===== config.mk =====
export PLATFORM = sky130hd
export DESIGN_NAME = seg_scan_driver
export DESIGN_NICKNAME = d
export VERILOG_FILES = /design/src/rtl/seg_scan_driver.sv
export SDC_FILE = /design/constraint.sdc
export NUM_CORES = 1
export LEC_CHECK = 0
export ABC_AREA = 1
export BUFFER_PORTS_ARGS = -buffer_cell sky130_fd_sc_hd__clkbuf_2
export CAP_MARGIN = 10
export CORE_MARGIN = 1.5
export CORE_UTILIZATION = 52
export CTS_CLUSTER_SIZE = 28
export DETAILED_ROUTE_END_ITERATION = 8
export PLACE_DENSITY = 0.75
export SLEW_MARGIN = 0
export SYNTH_ARGS = -nofsm -noshare
export SYNTH_HDL_FRONTEND = slang
export SYNTH_SLANG_ARGS = --single-unit

===== constraint.sdc =====
create_clock -name clk -period 1.9 [get_ports clk]
set_input_delay 0.19 -clock clk [delete_from_list [all_inputs] [get_ports clk]]
set_output_delay 0.19 -clock clk [all_outputs]
set_load 0.01 [all_outputs]

===== src/rtl/seg_scan_driver.sv =====
// Multiplexed 5-digit 7-segment scanner showing result/b/a/s/update-count, with frame-synchronous shadow transfer.
// Latency: SEG_SEL/SEG_DATA registered, 1 cycle behind scan state; load is always accepted (no backpressure), load_ack pulses after the transfer.
module seg_scan_driver #(
    parameter int DIV = 1000
) (
    input  logic       clk,
    input  logic       rst_n,
    input  logic       load,
    input  logic [1:0] a,
    input  logic [1:0] b,
    input  logic [1:0] s,
    input  logic [3:0] result,
    output logic       load_ack,
    output logic [4:0] SEG_SEL,
    output logic [7:0] SEG_DATA
);
    localparam int CW = $clog2(DIV);

    typedef struct packed {
        logic [1:0] a;
        logic [1:0] b;
        logic [1:0] s;
        logic [3:0] res;
    } digits_t;

    logic [CW-1:0] r_cnt;
    logic [2:0]    r_idx;
    logic          r_pending;
    logic          r_valid;
    logic [3:0]    r_upd_cnt;
    digits_t       r_shadow;
    digits_t       r_disp;
    logic          r_load_ack;
    logic [4:0]    r_seg_sel;
    logic [7:0]    r_seg_data;

    logic          w_cnt_last;
    logic          w_boundary;
    logic          w_xfer;
    logic [3:0]    w_nib;
    logic [4:0]    w_sel_nxt;
    logic [7:0]    w_data_nxt;

    function automatic logic [6:0] f_hex(input logic [3:0] n);
        case (n)
            4'h0: f_hex = 7'h3F;
            4'h1: f_hex = 7'h06;
            4'h2: f_hex = 7'h5B;
            4'h3: f_hex = 7'h4F;
            4'h4: f_hex = 7'h66;
            4'h5: f_hex = 7'h6D;
            4'h6: f_hex = 7'h7D;
            4'h7: f_hex = 7'h07;
            4'h8: f_hex = 7'h7F;
            4'h9: f_hex = 7'h6F;
            4'hA: f_hex = 7'h77;
            4'hB: f_hex = 7'h7C;
            4'hC: f_hex = 7'h39;
            4'hD: f_hex = 7'h5E;
            4'hE: f_hex = 7'h79;
            default: f_hex = 7'h71;
        endcase
    endfunction

    assign w_cnt_last = (r_cnt == CW'(DIV - 1));
    assign w_boundary = w_cnt_last && (r_idx == 3'd4);
    // Transfer only at the frame edge so a frame never mixes old and new digits.
    assign w_xfer     = w_boundary && r_pending;

    always_comb begin
        w_nib = r_upd_cnt;
        case (r_idx)
            3'd0:    w_nib = r_disp.res;
            3'd1:    w_nib = {2'b00, r_disp.b};
            3'd2:    w_nib = {2'b00, r_disp.a};
            3'd3:    w_nib = {2'b00, r_disp.s};
            default: w_nib = r_upd_cnt;
        endcase
    end

    // Slot 0 of each digit is blanked to hide ghosting while the select lines switch.
    always_comb begin
        w_sel_nxt  = 5'b00000;
        w_data_nxt = 8'h00;
        if (r_cnt != '0) begin
            w_sel_nxt  = 5'b00001 << r_idx;
            w_data_nxt = r_valid ? {1'b0, f_hex(w_nib)} : 8'h40;
        end
    end

    always_ff @(posedge clk or negedge rst_n) begin
        if (!rst_n) begin
            r_cnt      <= '0;
            r_idx      <= 3'd0;
            r_pending  <= 1'b0;
            r_valid    <= 1'b0;
            r_upd_cnt  <= 4'd0;
            r_shadow   <= '0;
            r_disp     <= '0;
            r_load_ack <= 1'b0;
            r_seg_sel  <= 5'b00000;
            r_seg_data <= 8'h00;
        end else begin
            r_cnt <= w_cnt_last ? '0 : r_cnt + 1'b1;
            if (w_cnt_last) begin
                r_idx <= (r_idx == 3'd4) ? 3'd0 : r_idx + 3'd1;
            end
            if (load) begin
                r_shadow <= {a, b, s, result};
            end
            r_pending  <= load | (r_pending & ~w_boundary);
            r_load_ack <= w_xfer;
            if (w_xfer) begin
                r_disp    <= r_shadow;
                r_valid   <= 1'b1;
                r_upd_cnt <= r_upd_cnt + 4'd1;
            end
            r_seg_sel  <= w_sel_nxt;
            r_seg_data <= w_data_nxt;
        end
    end

    assign load_ack = r_load_ack;
    assign SEG_SEL  = r_seg_sel;
    assign SEG_DATA = r_seg_data;
endmodule


==> results_dict.tcl, run 1 <==
set metrics [dict create \
    dpl_cell_area_um2 2820 \
    finalSetupViolCount 0 \
    critPathMostFrequentCell "nand2_1" \
    worstSetupPathType "reg2reg" \
    fill_cells 354 \
    ant_nets 0 \
    port_buffers 25 \
    syn_nets 306 \
    grt_pass1_vias 1790 \
    cp_slowest_stage_delay_ns 0.45 \
    hpwl_um 3360 \
    layout.area.seq_um2 1300 \
    pin_count 27 \
    grt.total_usage 0.198 \
    grt_overflow_total 0 \
    p_clk_frac 0.406 \
    dr.pass1.iters 4 \
    areaGrowthSynthToFinish_pct 26.3 \
    crit_arrival_ns 2.10 \
    synthTopCellsByArea "dfrtp_1 (51%), nand2_1 (8.3%), ha_1 (5.4%)" \
    reg2reg_to "SEG_DATA[0]$_DFF_PN0_" \
    worstPathRequired_ns 2.11 \
    yosysTopAreaCellShare 0.511 \
    finalHoldViolations 0 \
    yosysUniqueCellTypes 33 \
    cp-start-kind "flop" \
    critPathMaxFanout 4 \
    rr_worst_depth 11 \
    dieHeight_um 73.0 \
    worstMarginPinSlew_ns 0.553 \
    clockRootBuffer "clkbuf_8" \
    path_cells "ha_4 -> ha_4 -> nand2_1 -> nand2_1 -> nor2_2 -> nand2_4 -> inv_4 -> ha_2 -> nand2_1 -> a21oi_2 -> nor2_1" \
    p_int_mw 1.61 \
    synth-seq-cells 52 \
    min_from "result[0]" \
    remaining_drc_errors 0 \
    switching_share 0.202 \
    core_area_um2 4720 \
    setup.worst_path.end_class "flop" \
    dieArea_um2 5330 \
    cts_max_level 2 \
    grt_antenna_before_repair 0 \
    hold_slack_ns 0.0814 \
    drtIter0Drc 268 \
    n_antenna_cell 0 \
    rows 25 \
    numClockSinks 52 \
    grt_max_degree 32 \
    clk_pin_slew_ns 0.09 \
    fin_crit_ns 1.89 \
    slew_violations 0 \
    slowest_stage "dfrtp_2" \
    synth_flop_cell "dfrtp_1" \
    report.power.total_mw 2.02 \
    clk_latency_ns 0.31 \
    cts_tree "done" \
    comb_power_share 0.036 \
    skew_ns 0.00895 \
    p_sw_mw 0.409 \
    pre_cts_ws_ns -0.0895 \
    rr_startpoint "r_idx[1]$_DFFE_PN0N_" \
    detail_route.wl_per_cell_um 13.6 \
    yosysWarnings 0 \
    power.density_nw_per_um2 628 \
    cts_made_buffers 5 \
    holdPathEnd "r_shadow[0]$_DFFE_PN0P_" \
    slew_headroom 0.631 \
    ir_drop_mv 0.421 \
    syn-cell-area_um2 2550 \
    maxCapViolCount 0 \
    grt_pass1_wl_um 8040 \
    synth_edf_count 0 \
    p_seq_frac 0.559 \
    dr_total_vias 2031 \
    hold_depth 3 \
    syn_area_per_cell_um2 9.03 \
    tns_ns 0 \
    worstHoldPathType "in2reg" \
    die_w_um 73.0 \
    synth-async-reset-ratio 1.00 \
    gp_congestion 0.965 \
    rsz0062_at_grt "yes" \
    via_per_inst 5.10 \
    start_util 0.539 \
    routed_wl_um 5420 \
    r2r_slack_ns 0.008 \
    syn_inst 282 \
    yosysTopAreaCell "dfrtp_1" \
    final_cell_area_um2 3220 \
    drive_gt1_frac 0.350 \
    multi_input_area_um2 1250 \
    yosysSeqAreaShare 0.511 \
    final_nets 354 \
    cts_buffer_depth 2 \
    fin_crit_sh 0.996 \
    run_status "complete, no violations" \
    worst_slack_ns 0.00785 \
    fmax_mhz 529 \
    leakage_nw 1.56 \
]
final cells by class:
| type | instances | area share |
|---|---|---|
| well taps | 67 | 0.0260 |
| clock inverters | 1 | 0.00933 |
| flip-flops and latches | 52 | 0.405 |
| inverters | 36 | 0.0435 |
| multi-input cells | 190 | 0.388 |
| clock buffers | 7 | 0.0299 |
| repair buffers | 45 | 0.0976 |
Yosys cell counts (all sizes together), types with 2 or more instances:
cell type	n
nand2	67
dfrtp	52
inv	35
nor2	26
o21ai	25
nand3	23
ha	11
nor3	11
a21oi	8
xor2	4
buf	3
nand4	3
nor4	3
clkbuf	2
xnor2	2
flip-flops by register name, indices dropped and copies added (netlist names), 3 cells and up:
name and count:
r_idx 3, r_upd_cnt 4, r_shadow 10, SEG_DATA 7, r_disp 10, r_cnt 10
SEG_SEL 5
worst max-delay path: cells and delay by family, from the launching register on:
family | cells | cell delay [ns]
buf+inv | 1 | 0.09
fa+ha+maj | 3 | 0.54
flops | 1 | 0.45
compound gates | 1 | 0.14
simple gates | 6 | 0.54
cell usage in the layout (no fill, tap or decap), drive strengths merged:
cell / n
a21oi: 8
ha: 11
xor2: 4
a31oi: 1
bufinv: 1
xnor2: 2
buf: 19
conb: 1
nor4: 3
nand2: 68
nor2: 26
inv: 35
o21bai: 1
dlygate4sd3: 1
o21ai: 25
nand3b: 1
dfrtp: 52
nor3: 11
nand3: 23
o22ai: 1
clkinv: 1
nor3b: 1
nand4: 3
clkbuf: 32
through the flow:
step           instances  utilization
2_1_floorplan        282            -
3_3_place_gp         379        0.597
3_5_place_dp         379        0.597
4_1_cts              390        0.635
5_1_grt              398        0.681
6_report             398        0.681
routing by layer:
metal	part of all wire	GRT usage	routed length, um
met1	0.45	0.273	2460
met2	0.47	0.304	2530
met3	0.051	0.0414	277
met4	0.029	0.0839	156
met5	0	0	0
power by group through the flow:
stage          logic, mW  clock network (mW)  registers [mW]
2_1_floorplan     0.0307                   0            1.15
3_3_place_gp      0.0708                   0            1.15
3_5_place_dp      0.0732                   0            1.15
4_1_cts           0.0752               0.835            1.13
5_1_grt           0.0872               0.865            1.13
6_report          0.0718               0.820            1.13
worst max-delay path by stage:
stage | start | to | slack, ns | cells past startpoint
after floorplan | r_idx[0]$_DFFE_PN0N_ | SEG_DATA[1]$_DFF_PN0_ | 0.02 | 12
after global placement | r_idx[0]$_DFFE_PN0N_ | SEG_DATA[1]$_DFF_PN0_ | 0.007 | 9
after detailed placement | r_idx[0]$_DFFE_PN0N_ | SEG_DATA[1]$_DFF_PN0_ | -0.09 | 9
after CTS | r_idx[0]$_DFFE_PN0N_ | SEG_DATA[1]$_DFF_PN0_ | -0.01 | 10
after global routing | r_idx[0]$_DFFE_PN0N_ | SEG_DATA[0]$_DFF_PN0_ | -0.09 | 11
final | r_idx[1]$_DFFE_PN0N_ | SEG_DATA[0]$_DFF_PN0_ | 0.008 | 11
what timing repair did:
item,in CTS,in global routing
endpoints found under the hold margin,21,0
hold buffers,1,0
endpoints found under the setup margin,5,7
pin swaps,0,15
gates resized for setup,5,40
buffers inserted,2,7
cloned,0,1
logic make-up after synthesis:
| logic type | after synthesis | synth area share |
|---|---|---|
| adders and majority gates | 11 | 0.0540 |
| buffers and inverters | 41 | 0.0678 |
| AOI/OAI and AO/OA | 36 | 0.0933 |
| DFF | 52 | 0.511 |
| other | 1 | 0.00147 |
| xor gates and xnor gates | 6 | 0.0206 |
| and+or+nand+nor | 135 | 0.252 |
Note: power is estimated with default switching activity, not from simulation.
==> run 2, diff against run 1 <==
--- a/config.mk
+++ b/config.mk
@@ -9,10 +9,11 @@
 export BUFFER_PORTS_ARGS = -buffer_cell sky130_fd_sc_hd__clkbuf_2
 export CAP_MARGIN = 10
 export CORE_MARGIN = 1.5
-export CORE_UTILIZATION = 52
+export CORE_UTILIZATION = 58
 export CTS_CLUSTER_SIZE = 28
 export DETAILED_ROUTE_END_ITERATION = 8
-export PLACE_DENSITY = 0.75
+export MAX_ROUTING_LAYER = met4
+export PLACE_DENSITY = 0.79
 export SLEW_MARGIN = 0
 export SYNTH_ARGS = -nofsm -noshare
 export SYNTH_HDL_FRONTEND = slang
==> constraint.sdc (replaced) <==
create_clock -name clk -period 2 [get_ports clk]
set_input_delay 0.2 -clock clk [delete_from_list [all_inputs] [get_ports clk]]
set_output_delay 0.2 -clock clk [all_outputs]
set_load 0.01 [all_outputs]
==> results_dict.tcl, run 2 (synthesis gave the netlist of run 1 again) <==
set metrics [dict create \
    run_status "complete, no violations" \
    cp.depth 10 \
    power.density_nw_per_um2 590 \
    numClockSinks 52 \
    clockRootBuffer "clkbuf_8" \
    maxCapViolCount 0 \
    clk_pin_slew_ns 0.09 \
    grt_pass1_vias 1939 \
    fin_util 0.719 \
    final_common_cell "nand2_1" \
    dieHeight_um 69.3 \
    grt_antenna_before_repair 0 \
    largestRegisters "r_cnt x10, r_disp x10, r_shadow x10" \
    pre_cts_ws_ns -0.0361 \
    drtIter0Drc 247 \
    start_util 0.619 \
    core_area_um2 4120 \
    worst_slack_ns 0.0309 \
    rows 23 \
    finalSetupViolCount 0 \
    critPathMaxFanout 4 \
    cts_tree "done" \
    clk_latency_ns 0.30 \
    rr_worst_depth 10 \
    hpwl_um 3660 \
    slew_headroom 0.650 \
    cp-start-kind "flop" \
    tns_ns 0 \
    fmax_mhz 508 \
    critPathLaunch "r_idx[0]$_DFFE_PN0N_" \
    setup.worst_path.end_class "flop" \
    worstHoldPathType "in2reg" \
    cts_max_level 2 \
    routed_wl_um 5350 \
    worstMarginPinSlew_ns 0.525 \
    slew_violations 0 \
    n_antenna_cell 0 \
    drive_gt1_frac 0.283 \
    cp.buffers_inverters 1 \
    cp_top_family "adder cells" \
    crit_arrival_ns 2.17 \
    remaining_drc_errors 0 \
    grt_overflow_total 0 \
    gp_congestion 1.00 \
    rr_startpoint "r_idx[0]$_DFFE_PN0N_" \
    final_nets 345 \
    grt.total_usage 0.239 \
    via_per_inst 5.36 \
    dieArea_um2 4800 \
    final_cell_mix "nand2_1 (56), dfrtp_1 (52), inv_1 (26)" \
    cts_buffer_depth 2 \
    crit_end "SEG_DATA[3]$_DFF_PN0_" \
    reg2reg_to "SEG_DATA[3]$_DFF_PN0_" \
    ir_drop_mv 0.552 \
    ant_nets 0 \
    leakage_nw 1.48 \
    skew_ns 0.00668 \
    dr.pass1.iters 4 \
    path_cells "ha_2 -> ha_4 -> a21oi_4 -> nand3_1 -> nand2_2 -> inv_2 -> ha_1 -> nand2_1 -> a21oi_1 -> nor2_1" \
    die_w_um 69.3 \
    detail_route.wl_per_cell_um 14.4 \
    fill_cells 292 \
    fin_crit_sh 0.985 \
    cp_slowest_stage_delay_ns 0.43 \
    port_buffers 25 \
    r2r_slack_ns 0.03 \
    pin_count 27 \
    fin_cells 372 \
    fin_crit_ns 1.97 \
    worstSetupPathType "reg2reg" \
    grt_max_degree 33 \
    worstPathRequired_ns 2.20 \
    finalHoldViolations 0 \
    slowest_stage "dfrtp_1" \
    cts_made_buffers 5 \
    dpl.cell_count 359 \
    areaGrowthSynthToFinish_pct 16.1 \
    grt_pass1_wl_um 8980 \
    dr_total_vias 1995 \
]
==> run 2: changes by cell type in the layout (fill, tap and decap cells not counted), sizes merged <==
cell and delta:
buf -8, bufinv -1, clkbuf +1, nand2 -1
==> run 2: stage by stage <==
step	cell area, um2	hold WS (ns)	total power [mW]
after floorplan	2550	-0.0956	1.12
after global placement	2780	0.203	1.16
after detailed placement	2780	0.200	1.16
after CTS	2890	0.0978	1.76
after global routing	2960	0.0955	1.82
final	2960	0.0979	1.74
==> run 2: worst register-to-register path, stage by stage (launching register included) <==
cell	delay [ns]
dfrtp_1	0.43
ha_2	0.22
ha_4	0.18
a21oi_4	0.17
nand3_1	0.13
nand2_2	0.12
inv_2	0.06
ha_1	0.30
nand2_1	0.06
a21oi_1	0.14
nor2_1	0.06
==> run 2: report_power, final <==
| group | switching (mW) | leakage, nW | internal [mW] |
|---|---|---|---|
| registers | 0.00402 | 0.678 | 1.07 |
| clock network | 0.321 | 0.0455 | 0.283 |
| logic | 0.0462 | 0.760 | 0.0218 |
==> run 2: final cells by class <==
class	instances	area, um2	area share
Clock buffer	8	90.1	0.0305
Inverter	36	135	0.0457
Multi-Input combinational cell	189	1130	0.381
Sequential cell	52	1300	0.440
Tap cell	50	62.6	0.0212
Timing Repair Buffer	37	243	0.0821
==> run 2: repair_timing <==
item | CTS | global route
pin swaps | 0 | 3
endpoints found under the hold margin | 20 | 0
buffers inserted | 1 | 3
hold buffers | 1 | 0
resized for setup | 1 | 14
endpoints found under the setup margin | 2 | 7
==> run 2: how the worst min path moves through the flow <==
stage / startpoint / endpoint / slack [ns] / cells after the start
finish: b[0] / r_shadow[6]$_DFFE_PN0P_ / 0.1 / 3
floorplan: rst_n / SEG_DATA[0]$_DFF_PN0_ / -0.1 / 0
global placement: rst_n / r_cnt[4]$_DFF_PN0_ / 0.20 / 1
global route: s[1] / r_shadow[5]$_DFFE_PN0P_ / 0.1 / 3
detailed placement: rst_n / r_cnt[4]$_DFF_PN0_ / 0.20 / 1
CTS: b[0] / r_shadow[6]$_DFFE_PN0P_ / 0.1 / 3
==> run 2: layer usage <==
layer / vias up / wire [um] / GRT usage
li1: 984 / - / -
met1: 915 / 2370 / 0.298
met2: 79 / 2550 / 0.380
met3: 17 / 280 / 0.0596
met4: 0 / 148 / 0.0871
met5: - / 0 / -
